===== config.mk =====
export PLATFORM = sky130hd
export DESIGN_NAME = mem_port_arbiter
export DESIGN_NICKNAME = d
export VERILOG_FILES = /design/src/rtl/mem_port_arbiter_pkg.sv /design/src/rtl/mem_port_arbiter_starve_counter.sv /design/src/rtl/mem_port_arbiter.sv
export SDC_FILE = /design/constraint.sdc
export NUM_CORES = 1
export LEC_CHECK = 0
export BUFFER_PORTS_ARGS = -buffer_cell sky130_fd_sc_hd__buf_2
export CORE_MARGIN = 4
export CORE_UTILIZATION = 48
export CTS_BUF_LIST = sky130_fd_sc_hd__clkbuf_8
export DETAILED_ROUTE_END_ITERATION = 10
export GPL_ROUTABILITY_DRIVEN = 1
export GPL_TIMING_DRIVEN = 0
export PLACE_DENSITY = 0.82
export SLEW_MARGIN = 40
export SYNTH_ARGS = -nofsm -noshare
export SYNTH_HDL_FRONTEND = slang
export SYNTH_HIERARCHICAL = 1
export SYNTH_SLANG_ARGS = --single-unit
export TNS_END_PERCENT = 10

===== constraint.sdc =====
create_clock -name CLK -period 4.3 [get_ports CLK]
set_clock_uncertainty 0.2 [all_clocks]
set_input_delay 0.215 -clock CLK [delete_from_list [all_inputs] [get_ports CLK]]
set_output_delay 0.215 -clock CLK [all_outputs]
set_load 0.1 [all_outputs]

===== src/rtl/mem_port_arbiter_pkg.sv =====
// mem_port_arbiter_pkg: state encoding, grant source and default burst bound shared by the arbiter files
package mem_port_arbiter_pkg;
  localparam int MAX_DM_BURST_DEF = 4;
  typedef enum logic [2:0] {
    IDLE    = 3'd0,
    IF_BUSY = 3'd1,
    DM_BUSY = 3'd2,
    IF_DONE = 3'd3,
    DM_DONE = 3'd4
  } state_t;
  typedef enum logic {SRC_IF = 1'b0, SRC_DM = 1'b1} src_t;
endpackage


===== src/rtl/mem_port_arbiter_starve_counter.sv =====
// arb_starve_counter: counts data grants taken while a fetch waits, flags when fetch must win
module arb_starve_counter
  import mem_port_arbiter_pkg::*;
#(
  parameter int MAX = MAX_DM_BURST_DEF
) (
  input  logic clk,
  input  logic rst,
  input  logic grant,
  input  src_t src,
  input  logic if_req,
  output logic starve
);
  logic [3:0] cnt;
  always_ff @(posedge clk or posedge rst)
    if (rst) cnt <= '0;
    else if (grant) cnt <= (src == SRC_DM && if_req) ? (starve ? cnt : cnt + 4'd1) : 4'd0;
  assign starve = cnt == 4'(MAX);
endmodule


===== src/rtl/mem_port_arbiter.sv =====
// mem_port_arbiter: shares one variable-latency memory between fetch and data ports, data first
// with a bounded burst so fetch always makes progress.
module mem_port_arbiter
  import mem_port_arbiter_pkg::*;
#(
  parameter int AW = 32,
  parameter int DW = 32,
  parameter int MAX_DM_BURST = MAX_DM_BURST_DEF
) (
  input  logic          CLK,
  input  logic          RST,
  input  logic          if_req,
  input  logic [AW-1:0] if_addr,
  output logic [DW-1:0] if_rdata,
  output logic          if_valid,
  output logic          if_stall,
  input  logic          dm_req,
  input  logic          dm_we,
  input  logic [AW-1:0] dm_addr,
  input  logic [DW-1:0] dm_wdata,
  output logic [DW-1:0] dm_rdata,
  output logic          dm_valid,
  output logic          dm_stall,
  output logic          mem_req,
  output logic          mem_we,
  output logic [AW-1:0] mem_addr,
  output logic [DW-1:0] mem_wdata,
  input  logic [DW-1:0] mem_rdata,
  input  logic          mem_ready
);
  state_t state, state_nx;
  logic starve, grant_if, grant_dm;
  assign grant_if = state == IDLE && if_req && (!dm_req || starve);
  assign grant_dm = state == IDLE && dm_req && !grant_if;
  arb_starve_counter #(.MAX(MAX_DM_BURST)) u_starve (
    .clk(CLK),
    .rst(RST),
    .grant(grant_if | grant_dm),
    .src(grant_dm ? SRC_DM : SRC_IF),
    .if_req(if_req),
    .starve(starve)
  );
  always_ff @(posedge CLK or posedge RST)
    if (RST) state <= IDLE;
    else state <= state_nx;
  always_comb begin
    state_nx = IDLE;
    case (state)
      IDLE:    state_nx = grant_if ? IF_BUSY : grant_dm ? DM_BUSY : IDLE;
      IF_BUSY: state_nx = mem_ready ? IF_DONE : IF_BUSY;
      DM_BUSY: state_nx = mem_ready ? DM_DONE : DM_BUSY;
      default: state_nx = IDLE;
    endcase
  end
  // Memory side is fully registered; fields are latched once at grant and held until ready.
  always_ff @(posedge CLK or posedge RST)
    if (RST) begin
      mem_req   <= 1'b0;
      mem_we    <= 1'b0;
      mem_addr  <= '0;
      mem_wdata <= '0;
      if_rdata  <= '0;
      dm_rdata  <= '0;
    end else begin
      if (grant_if || grant_dm) begin
        mem_req   <= 1'b1;
        mem_we    <= grant_dm && dm_we;
        mem_addr  <= grant_dm ? dm_addr : if_addr;
        mem_wdata <= grant_dm ? dm_wdata : '0;
      end else if (mem_req && mem_ready) mem_req <= 1'b0;
      if (state == IF_BUSY && mem_ready) if_rdata <= mem_rdata;
      if (state == DM_BUSY && mem_ready && !mem_we) dm_rdata <= mem_rdata;
    end
  assign if_valid = state == IF_DONE;
  assign dm_valid = state == DM_DONE;
  assign if_stall = if_req && !if_valid;
  assign dm_stall = dm_req && !dm_valid;
endmodule


Word-level counts from Yosys, hierarchy flattened
Cells that the tools add are included.
{"block": "classes", "addsub": 1, "mul": 0, "div_mod_pow": 0, "n_lt_le_gt_ge": 0, "n_eq_ne": 6, "shift": 0, "mux": 12, "n_bitwise": 1, "reduce_logical": 22}
{"operator": "2-to-1 mux 32 bit", "n": 2}
{"operator": "logical AND 1 bit", "n": 12}
{"operator": "one-hot mux 3 bit (3 select lines)", "n": 1}
{"operator": "2-to-1 mux 4 bit", "n": 2}
{"operator": "equality test 3 x 2 -> 1 bit, second input constant", "n": 2}
{"operator": "2-to-1 mux 2 bit", "n": 3}
{"operator": "logical NOT 1 bit", "n": 5}
{"operator": "adder 4 x 1 -> 4 bit, second input constant", "n": 1}
{"operator": "equality test 4 x 3 -> 1 bit, second input constant", "n": 1}
{"operator": "equality test 3 x 1 -> 1 bit, second input constant", "n": 1}
{"operator": "equality test 3 bit, second input constant", "n": 1}
{"operator": "logical NOT 3 bit", "n": 1}
{"operator": "2-to-1 mux 1 bit", "n": 3}
{"operator": "2-to-1 mux 3 bit", "n": 1}
{"operator": "logical OR 1 bit", "n": 2}
{"operator": "inequality test 2 bit, second input constant", "n": 1}
{"operator": "AND reduction 2 bit", "n": 1}
{"operator": "nonzero test 2 bit", "n": 1}
{"operator": "bitwise OR 1 bit", "n": 1}
{"block": "totals", "ff_bits": 137, "latch_bits": 0, "ram_bits": 0, "rom_bits": 0, "inputBits": 134, "out_inout_bits": 134, "memories": 0}

Depth between registers and ports, before layout
Gate-level depths: netlist (run 1).
{"block": "logic_depth", "ltp_word": 9, "mapped_depth": 10}

By module
Netlist (run 1), hierarchy kept.
{"module": "mem_port_arbiter", "n_inst": 1, "cells_per_inst": 424, "area_each_um2": 5582.9, "seq_area_each_um2": 3328.2}
{"module": "arb_starve_counter", "n_inst": 1, "cells_per_inst": 28, "area_each_um2": 241.5, "seq_area_each_um2": 100.1}

Least setup slack after synthesis (run 1)
Ideal clock, no wire load.
{"block": "synth_timing", "path_type": "reg2out", "startpoint": "register state[0]", "endpoint": "output dm_stall", "arrival_ns": 4.068, "path_slack_ns": -0.183, "stages_incl_launch_ff": 4, "path_buffers": 1, "cell_sequence": "dfrtp_1 -> buf_2 -> nor3b_1 -> nor2b_1"}
{"block": "synth_via", "elab_chain_cells": 3}
{"element": "start: declaration", "line": "mem_port_arbiter.sv:31", "text": "state_t state, state_nx;"}
{"element": "start signal: assignment", "line": "mem_port_arbiter.sv:45", "text": "else state <= state_nx;"}
{"element": "equality test 3 bit", "line": "mem_port_arbiter.sv:75", "text": "assign dm_valid = state == DM_DONE;"}
{"element": "net dm_valid", "line": "mem_port_arbiter.sv:22", "text": "output logic dm_valid,"}
{"element": "logical NOT 1 bit", "line": "mem_port_arbiter.sv:77", "text": "assign dm_stall = dm_req && !dm_valid;"}
{"element": "logical AND 1 bit", "line": "mem_port_arbiter.sv:77"}
{"element": "end: declaration", "line": "mem_port_arbiter.sv:23", "text": "output logic dm_stall,"}
The timed path passes the listed nets, and every way through them passes these cells.

Worst setup path in the final report (run 1)
{"block": "layout_timing", "startpoint": "register u_starve.cnt[0]", "endpoint": "register mem_addr[5]"}
{"block": "layout_via", "elab_chain_cells": 6, "word_cells_on_any_way": 7, "classes_between": "eq/ne (1); mux (1); reduce/logical (5)"}
{"element": "start: declaration", "line": "mem_port_arbiter_starve_counter.sv:14", "text": "logic [3:0] cnt;"}
{"element": "start signal: assignment", "line": "mem_port_arbiter_starve_counter.sv:17", "text": "else if (grant) cnt <= (src == SRC_DM && if_req) ? (starve ? cnt : cnt + 4'd1) : 4'd0;"}
{"element": "equality test 4 x 3 -> 1 bit (*)", "line": "mem_port_arbiter_starve_counter.sv:18", "text": "assign starve = cnt == 4'(MAX);"}
{"element": "net starve", "line": "mem_port_arbiter.sv:32", "text": "logic starve, grant_if, grant_dm;"}
{"element": "logical OR 1 bit (*)", "line": "mem_port_arbiter.sv:33", "text": "assign grant_if = state == IDLE && if_req && (!dm_req || starve);"}
{"element": "logical AND 1 bit (*)", "line": "mem_port_arbiter.sv:33"}
{"element": "logical NOT 1 bit", "line": "mem_port_arbiter.sv:34", "text": "assign grant_dm = state == IDLE && dm_req && !grant_if;"}
{"element": "logical AND 1 bit", "line": "mem_port_arbiter.sv:34"}
{"element": "2-to-1 mux 32 bit / logical OR 1 bit (equally long branches)", "line": "mem_port_arbiter.sv:68, mem_port_arbiter.sv:65"}
{"element": "end signal: assignment", "line": "mem_port_arbiter.sv:68", "text": "mem_addr <= grant_dm ? dm_addr : if_addr;"}
{"element": "end: declaration", "line": "mem_port_arbiter.sv:26", "text": "output logic [AW-1:0] mem_addr,"}
Mark *: on every way through the listed nets, which the timed path passes. The rest lies on a longest branch.
A chain may end at the register's enable or synchronous reset.

==> results.sh, run 1 <==
export IMPL_die_w_um=118.2
export IMPL_crit_required_ns=4.48
export IMPL_r2r_slack_ns=1.21
export IMPL_regArea_um2=3428
export IMPL_avgRoutedWirePerCell_um=20.85
export IMPL_startpoint_type="flop"
export IMPL_clk_pin_slew_ns=0.07
export IMPL_vias=5919
export IMPL_rr_startpoint="u_starve/cnt[0]"
export IMPL_finalHoldViolCount=0
export IMPL_period_share=0.7194
export IMPL_ys_warnings_count=6
export IMPL_dieArea_um2=13960
export IMPL_worst_ep_arrival_time_ns=3.27
export IMPL_grt_pass1_vias=6299
export IMPL_max_cap_viol_count=0
export IMPL_multiInputGateArea_um2=2118
export IMPL_synth_seq_area_share=0.5886
export IMPL_drtIter0Drc=538
export IMPL_cts_tree="yes"
export IMPL_drt_pass1_iter_count=5
export IMPL_clock_fmax_mhz=323.3
export IMPL_wl_met2_mm=10.96
export IMPL_diodes=0
export IMPL_hold_class="in -> async"
export IMPL_slew_headroom=0.6350
export IMPL_yosysUniqueCellTypes=42
export IMPL_numPortBuffers=267
export IMPL_rows=39
export IMPL_antenna_found_initial=0
export IMPL_clock_latency_ns=0.44
export IMPL_reg2reg_depth=9
export IMPL_ys_ff_latch=137
export IMPL_overflow=0
export IMPL_setup_viol=0
export IMPL_layout_drive_gt1_share=0.4632
export IMPL_grt_max_degree=85
export IMPL_wl_met1_mm=7.429
export IMPL_coreArea_um2=11660
export IMPL_cts_num_sinks=137
export IMPL_period_needed_ns=3.093
export IMPL_numCtsBuffers=17
export IMPL_worstSetupPathType="reg -> reg"
export IMPL_die_y_um=118.2
export IMPL_rsz0062_at_grt="no"
export IMPL_start_util=0.4994
export IMPL_nets=1008
export IMPL_path_max_fanout=10
export IMPL_htreeDepth=4
export IMPL_synth_avg_cell_area_um2=12.89
export IMPL_postLayoutCellArea_um2=9106
export IMPL_grt_total_usage=0.3058
export IMPL_status="finished, final reports clean"
export IMPL_synth_nets=588
export IMPL_root_buffer="clkbuf_8"
export IMPL_syn_inst=452
export IMPL_finalSetupTns_ns=0
export IMPL_io_pins=268
export IMPL_drv_slew=0
export IMPL_rr_endpoint="mem_addr[5]"
export IMPL_drt_wl_total_mm=21.39
export IMPL_fillers=635
export IMPL_crit_path_end_kind="flop"
export IMPL_drtAntennaViolNets=0
export IMPL_grt_first_pass_wirelength_mm=33.84
export IMPL_final_core_utilization=0.7808
export IMPL_top_layer="met4"
export IMPL_via_per_inst=5.769
export IMPL_wl_met3_mm=1.988
export IMPL_place_area_um2=7380
export IMPL_worst_pin_slew_ns=0.5475
export IMPL_clockBufferDepth=2
export IMPL_areaGrowthSynthToFinish_pct=56.35
export IMPL_syn_area_um2=5824
export IMPL_place_hpwl_mm=12.19
export IMPL_place_gp_congestion=0.7822
export IMPL_drc=0
[cell usage after synthesis]
library cell  instances  area, um2
or3_1                 1      6.260
and3b_1               1      8.760
and4bb_1              1      12.51
mux2_2               32      360.4
o21ai_1               1      5.000
o22ai_1               1      6.260
nand2b_1              1      6.260
and4bb_2              1      12.51
nor2_1                3      11.26
a31oi_1              33      206.5
nand2_1               4      15.01
a21bo_2               1      10.01
mux2_1                2      22.52
nor2b_4               1      13.76
a21oi_1              37      185.2
and3_1                2      12.51
a21boi_1              1      7.510
clkbuf_1             10      37.54
inv_2                 1      3.750
a22o_2                9      90.09
nor3_1                2      10.01
dfrtp_1             137       3428
nor2_8                1      20.02
ha_1                  2      25.02
clkbuf_8              1      13.76
a32o_1                1      10.01
buf_2                14      70.07
a22o_1               24      210.2
nand2_2               1      6.260
nand3b_1              1      7.510
buf_6                 8      90.09
inv_1                 6      22.52
mux2_4               30      450.4
or2_2                 1      6.260
nor2b_1               2      12.51
and2_2                1      7.510
o211ai_1              1      7.510
buf_4                 4      30.03
clkbuf_2              3      15.01
nand3_1              34      170.2
nor3b_1               1      7.510
o21ai_0              34      170.2
[cell type report]
| type | count | share of cell area |
|---|---|---|
| flip-flops and latches | 137 | 0.3765 |
| repair buffers | 401 | 0.2960 |
| multi-input cells | 268 | 0.2326 |
| clock buffers | 20 | 0.03023 |
| plain buffers | 40 | 0.02817 |
| well taps | 143 | 0.01965 |
| clock inverters | 10 | 0.01319 |
| inverters | 7 | 0.003710 |
[state kept, by name (all words and copies together) (netlist names)]
signal and cells:
mem_wdata 32, mem_we 1, state 3, dm_rdata 32
mem_addr 32, if_rdata 32, u_starve/cnt 4, mem_req 1
[worst max-delay path: stages (launching register included)]
cell	delay [ns]
dfrtp_1	0.41
inv_1	0.07
ha_1	0.22
nand3b_1	0.16
inv_2	0.10
a21boi_1	0.38
clkbuf_1	0.45
nand3_1	0.17
a31oi_1	0.29
dlygate4sd3_1	0.59
[kinds of logic after synthesis]
family,Yosys count,synth area share
mux,64,0.1431
flops,137,0.5886
fa+ha+maj,2,0.004296
buf+inv,47,0.04855
simple gates,59,0.05951
compound gates,143,0.1560
[layer usage]
layer,global-route usage,up-vias
met5,0,-
met4,0.1582,0
met3,0.07927,100
met2,0.5395,474
met1,0.3407,2842
li1,-,2503
[metrics by stage]
| step | setup slack, ns | hold WS [ns] | cells |
|---|---|---|---|
| after global placement | -0.9910 | -0.08445 | 862 |
| after global routing | 1.084 | 0.05821 | 1026 |
| after floorplan | 0.3306 | -0.2189 | 452 |
| after detailed placement | 1.964 | -0.03475 | 863 |
| after CTS | 1.413 | 0.02097 | 1026 |
| final | 1.207 | 0.05562 | 1026 |
[placed cells by master, fill, tap and decap left out, types with 5 or more instances in the layout]
master,count
a21oi_1,37
a22o_1,24
a22o_2,9
a31oi_1,33
buf_2,281
buf_6,8
clkbuf_1,10
clkbuf_8,21
dfrtp_1,137
dlygate4sd3_1,133
inv_1,5
mux2_2,32
mux2_4,30
nand3_1,34
o21ai_0,34
[timing repair]
action	in CTS	in global routing
gates resized for setup	0	0
hold buffers	133	0
endpoints found under the hold margin	270	0
buffers inserted	0	0
[worst max-delay path by stage]
stage | startpoint | endpoint | slack (ns) | cells after the start
after floorplan | RST | dm_rdata[0] | 0.33 | 1
after global placement | RST | dm_rdata[4] | -0.99 | 2
after detailed placement | u_starve/cnt[0] | u_starve/cnt[1] | 1.96 | 10
after CTS | u_starve/cnt[0] | mem_addr[5] | 1.41 | 9
after global routing | u_starve/cnt[1] | mem_addr[5] | 1.08 | 9
final | u_starve/cnt[0] | mem_addr[5] | 1.21 | 9
Power of run 1 is not shown: default switching activity piles up to over one toggle a cycle in this logic, so the estimate is an artifact.
==> inputs of run 2 (changes only) <==
==> constraint.sdc (replaced) <==
create_clock -name CLK -period 2.9 [get_ports CLK]
set_clock_uncertainty 0.2 [all_clocks]
set_input_delay 0.145 -clock CLK [delete_from_list [all_inputs] [get_ports CLK]]
set_output_delay 0.145 -clock CLK [all_outputs]
set_load 0.1 [all_outputs]
==> run 2 against run 1 <==
  * Critical path depth did not move
  * Worst setup slack got worse by 1.1 ns
  * Fmax rose by 11%
  * Die area did not move
  * Register-to-register slack got worse by 1.1 ns
  * Wire length fell by 2.0%
  * Global-route usage fell by 0.86 points
  * Sequential share of layout area fell by 0.54 points
  * Via count fell by 0.95%
  * First-iteration DRC count did not move
  * Hold slack improved by 0.051 ns
  * Non-clock buffer count rose by 7
  * Critical endpoint is now mem_addr[13]
==> results.sh, run 2 (synthesis results as in run 1) <==
export IMPL_reg2reg_depth=9
export IMPL_crit_required_ns=3.02
export IMPL_diodes=0
export IMPL_grt_first_pass_wirelength_mm=33.13
export IMPL_dp_cells=868
export IMPL_nets=1015
export IMPL_post_cts_buffers=0
export IMPL_drt_pass1_iter_count=5
export IMPL_status="finished, final reports clean"
export IMPL_die_w_um=118.2
export IMPL_clock_fmax_mhz=358.9
export IMPL_drt_wl_total_mm=20.96
export IMPL_place_area_um2=7506
export IMPL_antenna_found_initial=0
export IMPL_startpoint_type="flop"
export IMPL_coreArea_um2=11660
export IMPL_drtIter0Drc=538
export IMPL_clk_pin_slew_ns=0.08
export IMPL_hold_class="in -> async"
export IMPL_drc=0
export IMPL_die_y_um=118.2
export IMPL_grt_max_degree=25
export IMPL_period_share=0.9609
export IMPL_r2r_slack_ns=0.11
export IMPL_crit_path_end_kind="flop"
export IMPL_clock_latency_ns=0.42
export IMPL_io_pins=268
export IMPL_rr_endpoint="mem_addr[13]"
export IMPL_stdcell_count=1033
export IMPL_crit_path_start="u_starve/cnt[0]"
export IMPL_place_hpwl_mm=12.59
export IMPL_rr_startpoint="u_starve/cnt[0]"
export IMPL_worst_ep_arrival_time_ns=2.90
export IMPL_dieArea_um2=13960
export IMPL_cts_num_sinks=137
export IMPL_numPortBuffers=267
export IMPL_htreeDepth=4
export IMPL_start_util=0.4994
export IMPL_worst_pin_slew_ns=0.5265
export IMPL_cts_tree="yes"
export IMPL_crit_path_end="mem_addr[13]"
export IMPL_setup_viol=0
export IMPL_via_per_inst=5.676
export IMPL_layout_drive_gt1_share=0.4697
export IMPL_vias=5863
export IMPL_drv_slew=0
export IMPL_period_needed_ns=2.787
export IMPL_worstSetupPathType="reg -> reg"
export IMPL_hold_slack_ns=0.1068
export IMPL_grt_total_usage=0.2973
export IMPL_rsz0062_at_grt="no"
export IMPL_avgRoutedWirePerCell_um=20.29
export IMPL_slew_headroom=0.6514
export IMPL_max_cap_viol_count=0
export IMPL_overflow=0
export IMPL_root_buffer="clkbuf_8"
export IMPL_place_gp_congestion=0.8295
export IMPL_finalHoldViolCount=0
export IMPL_drtAntennaViolNets=0
export IMPL_numCtsBuffers=17
export IMPL_path_max_fanout=10
export IMPL_areaGrowthSynthToFinish_pct=58.63
export IMPL_grt_pass1_vias=6182
export IMPL_postLayoutCellArea_um2=9239
export IMPL_final_common_cell="buf_2"
export IMPL_finalSetupTns_ns=0
export IMPL_clockBufferDepth=2
export IMPL_rows=39
export IMPL_most_common_layout_cells="buf_2, dfrtp_1, dlygate4sd3_1, a21oi_1, nand3_1"
run 2: cell types whose count changed in the layout (fill, tap and decap cells not counted), sizes merged:
cell	delta
dlygate4sd3	+2
buf	+5
clkbuf	-1
clkinvlp	+2
inv	+1
clkinv	-2
run 2: layout make-up:
type                    count  area, um2
clock buffers              19      261.5
flip-flops and latches    137       3428
plain buffers              40      264.0
multi-input cells         268       2122
inverters                   7      30.03
repair buffers            408       2845
clock inverters            11      108.9
fillers                   598       2424
well taps                 143      178.9
run 2: worst min-delay path by stage:
stage / from / to / slack (ns)
3_3_place_gp: RST / u_starve/cnt[3] / -0.13
3_5_place_dp: RST / u_starve/cnt[3] / -0.13
4_1_cts: RST / mem_wdata[31] / 0.09
6_report: RST / mem_wdata[26] / 0.11
5_1_grt: RST / mem_wdata[26] / 0.13
2_1_floorplan: RST / u_starve/cnt[0] / -0.29
run 2: metrics by stage:
step	utilization	setup WS, ns
floorplan	-	-0.1836
global placement	0.6301	0.1364
detailed placement	0.6436	0.6080
CTS	0.7912	0.07032
global route	0.7922	0.002139
finish	0.7922	0.1135
run 2: per-layer routing:
layer	up-vias	track usage	share of wire
li1	2513	-	-
met1	2845	0.3520	0.36
met2	435	0.5152	0.51
met3	70	0.08978	0.095
met4	0	0.1048	0.033
met5	-	0	0
run 2: worst max-delay path: stages, from the launching register on:
cell	delay, ns
dfrtp_1	0.40
inv_1	0.06
ha_1	0.20
nand3b_1	0.16
inv_2	0.09
a21bo_2	0.31
clkbuf_2	0.20
o21ai_0	0.32
a31oi_1	0.15
dlygate4sd3_1	0.58
run 2: what timing repair did:
action	in CTS	in global routing
gates resized for setup	0	14
hold endpoints to repair	215	0
hold buffers	135	0
setup endpoints to repair	0	30
Power of run 2 is left out for the same reason.
==> inputs of run 3 (changes only) <==
--- a/config.mk
+++ b/config.mk
@@ -5,7 +5,8 @@
 export SDC_FILE = /design/constraint.sdc
 export NUM_CORES = 1
 export LEC_CHECK = 0
-export BUFFER_PORTS_ARGS = -buffer_cell sky130_fd_sc_hd__buf_2
+export BUFFER_PORTS_ARGS = -buffer_cell sky130_fd_sc_hd__clkbuf_2
+export CORE_ASPECT_RATIO = 0.75
 export CORE_MARGIN = 4
 export CORE_UTILIZATION = 48
 export CTS_BUF_LIST = sky130_fd_sc_hd__clkbuf_8
@@ -13,6 +14,7 @@
 export GPL_ROUTABILITY_DRIVEN = 1
 export GPL_TIMING_DRIVEN = 0
 export PLACE_DENSITY = 0.82
+export SETUP_SLACK_MARGIN = 0.3
 export SLEW_MARGIN = 40
 export SYNTH_ARGS = -nofsm -noshare
 export SYNTH_HDL_FRONTEND = slang
==> run 3 against run 2 <==
  * Die area grew 0.13%
  * Sequential share of layout area shrank 0.31 points
  * Via count shrank 1.7%
  * Wire length grew 1.3%
  * Register-to-register slack gained 0.37 ns
  * Clock-buffer cell count shrank 2
  * Core utilization grew 0.15 points
  * First-iteration DRC count shrank 46%
  * Global-route usage grew 0.052 points
  * Largest cell class unchanged
  * Highest routed layer unchanged
==> results.sh, run 3 (synthesis results as in run 1) <==
export IMPL_status="finished, final reports clean"
export IMPL_numCtsBuffers=17
export IMPL_grt_max_degree=28
export IMPL_worst_ep_arrival_time_ns=2.52
export IMPL_overflow=0
export IMPL_die_y_um=103.4
export IMPL_nets=1014
export IMPL_drtAntennaViolNets=0
export IMPL_root_buffer="clkbuf_8"
export IMPL_finalHoldViolCount=0
export IMPL_grt_pass1_vias=6188
export IMPL_rsz0062_at_grt="no"
export IMPL_layout_drive_gt1_share=0.4691
export IMPL_stdcell_count=1053
export IMPL_areaGrowthSynthToFinish_pct=60.00
export IMPL_place_hpwl_mm=12.91
export IMPL_path_max_fanout=7
export IMPL_io_pins=268
export IMPL_worst_pin_slew_ns=0.5959
export IMPL_drt_wl_total_mm=21.24
export IMPL_crit_required_ns=3.00
export IMPL_coreArea_um2=11740
export IMPL_clockBufferDepth=2
export IMPL_clock_fmax_mhz=414.2
export IMPL_vias=5763
export IMPL_hold_class="in -> async"
export IMPL_via_per_inst=5.473
export IMPL_postLayoutCellArea_um2=9319
export IMPL_crit_path_end_kind="flop"
export IMPL_startpoint_type="flop"
export IMPL_dieArea_um2=13980
export IMPL_clk_pin_slew_ns=0.08
export IMPL_avgRoutedWirePerCell_um=20.17
export IMPL_place_gp_congestion=0.8779
export IMPL_antenna_found_initial=0
export IMPL_most_common_layout_cells="clkbuf_2, dfrtp_1, dlygate4sd3_1, a21oi_1"
export IMPL_max_cap_viol_count=0
export IMPL_rows=34
export IMPL_cts_num_sinks=137
export IMPL_clock_latency_ns=0.42
export IMPL_slew_headroom=0.6045
export IMPL_place_area_um2=7522
export IMPL_grt_first_pass_wirelength_mm=32.42
export IMPL_worstSetupPathType="reg -> reg"
export IMPL_cts_tree="yes"
export IMPL_drv_slew=0
export IMPL_period_needed_ns=2.414
export IMPL_drtIter0Drc=290
export IMPL_post_cts_buffers=0
export IMPL_drt_pass1_iter_count=5
export IMPL_grt_total_usage=0.2978
export IMPL_die_w_um=135.2
export IMPL_htreeDepth=4
export IMPL_final_common_cell="clkbuf_2"
export IMPL_dp_cells=887
export IMPL_fillers=666
export IMPL_start_util=0.4961
export IMPL_r2r_slack_ns=0.49
export IMPL_diodes=0
export IMPL_period_share=0.8325
export IMPL_numPortBuffers=267
export IMPL_drc=0
export IMPL_setup_viol=0
[run 3: cell types whose count changed in the layout (fill, tap and decap cells not counted), sizes merged]
cell         before  now
clkinvlp          4    1
inv               9   12
buf             299   32
dlygate4sd3     135  134
clkinv            3    5
bufinv            2    4
clkbuf           33  298
[run 3: per-layer routing]
layer / vias to the layer above / part of all wire / global-route usage
li1: 2522 / - / -
met1: 2782 / 0.37 / 0.3439
met2: 395 / 0.50 / 0.5191
met3: 64 / 0.096 / 0.09671
met4: 0 / 0.033 / 0.1255
met5: - / 0 / 0
[run 3: metrics by stage]
| step | hold slack, ns | util | TNS [ns] | setup WS [ns] |
|---|---|---|---|---|
| 6_report | 0.06384 | 0.7937 | 0 | 0.4857 |
| 5_1_grt | 0.07952 | 0.7937 | 0 | 0.3277 |
| 4_1_cts | 0.03788 | 0.7927 | 0 | 0.4597 |
| 3_5_place_dp | -0.1437 | 0.6407 | 0 | 0.5811 |
| 3_3_place_gp | -0.1437 | 0.6279 | 0 | 0.1344 |
| 2_1_floorplan | -0.2889 | - | -0.2528 | -0.1836 |
[run 3: worst max-delay path, cell delays in order (launching register included)]
cell,delay (ns)
dfrtp_1,0.41
inv_1,0.08
ha_1,0.20
nand3b_1,0.16
inv_2,0.10
a21bo_4,0.29
o21ai_0,0.17
a31oi_1,0.11
dlygate4sd3_1,0.57
[run 3: repair_timing]
item	4_1_cts	5_1_grt
gates resized for setup	0	3
hold endpoints to repair	243	0
hold buffers	134	0
setup endpoints to repair	0	3
[run 3: final timing paths]
path,startpoint,end,cells past startpoint
min in group CLK,dm_req,mem_wdata[29],4
max reg2reg,u_starve/cnt[1],mem_addr[30],8
min,RST,mem_req,3
min reg2reg,if_rdata[23],if_rdata[23],1
max,u_starve/cnt[1],mem_addr[30],8
max in group asynchronous,RST,if_rdata[29],6
[run 3: area by class of cell]
class	instances	area (um2)	share of cell area
clock inverters	15	210.2	0.02256
repair buffers	407	2828	0.3034
inverters	7	30.03	0.003222
flip-flops and latches	137	3430	0.3680
plain buffers	40	256.5	0.02752
multi-input cells	268	2128	0.2284
clock buffers	17	234.0	0.02511
well taps	162	202.7	0.02175
Power of run 3 is left out for the same reason.
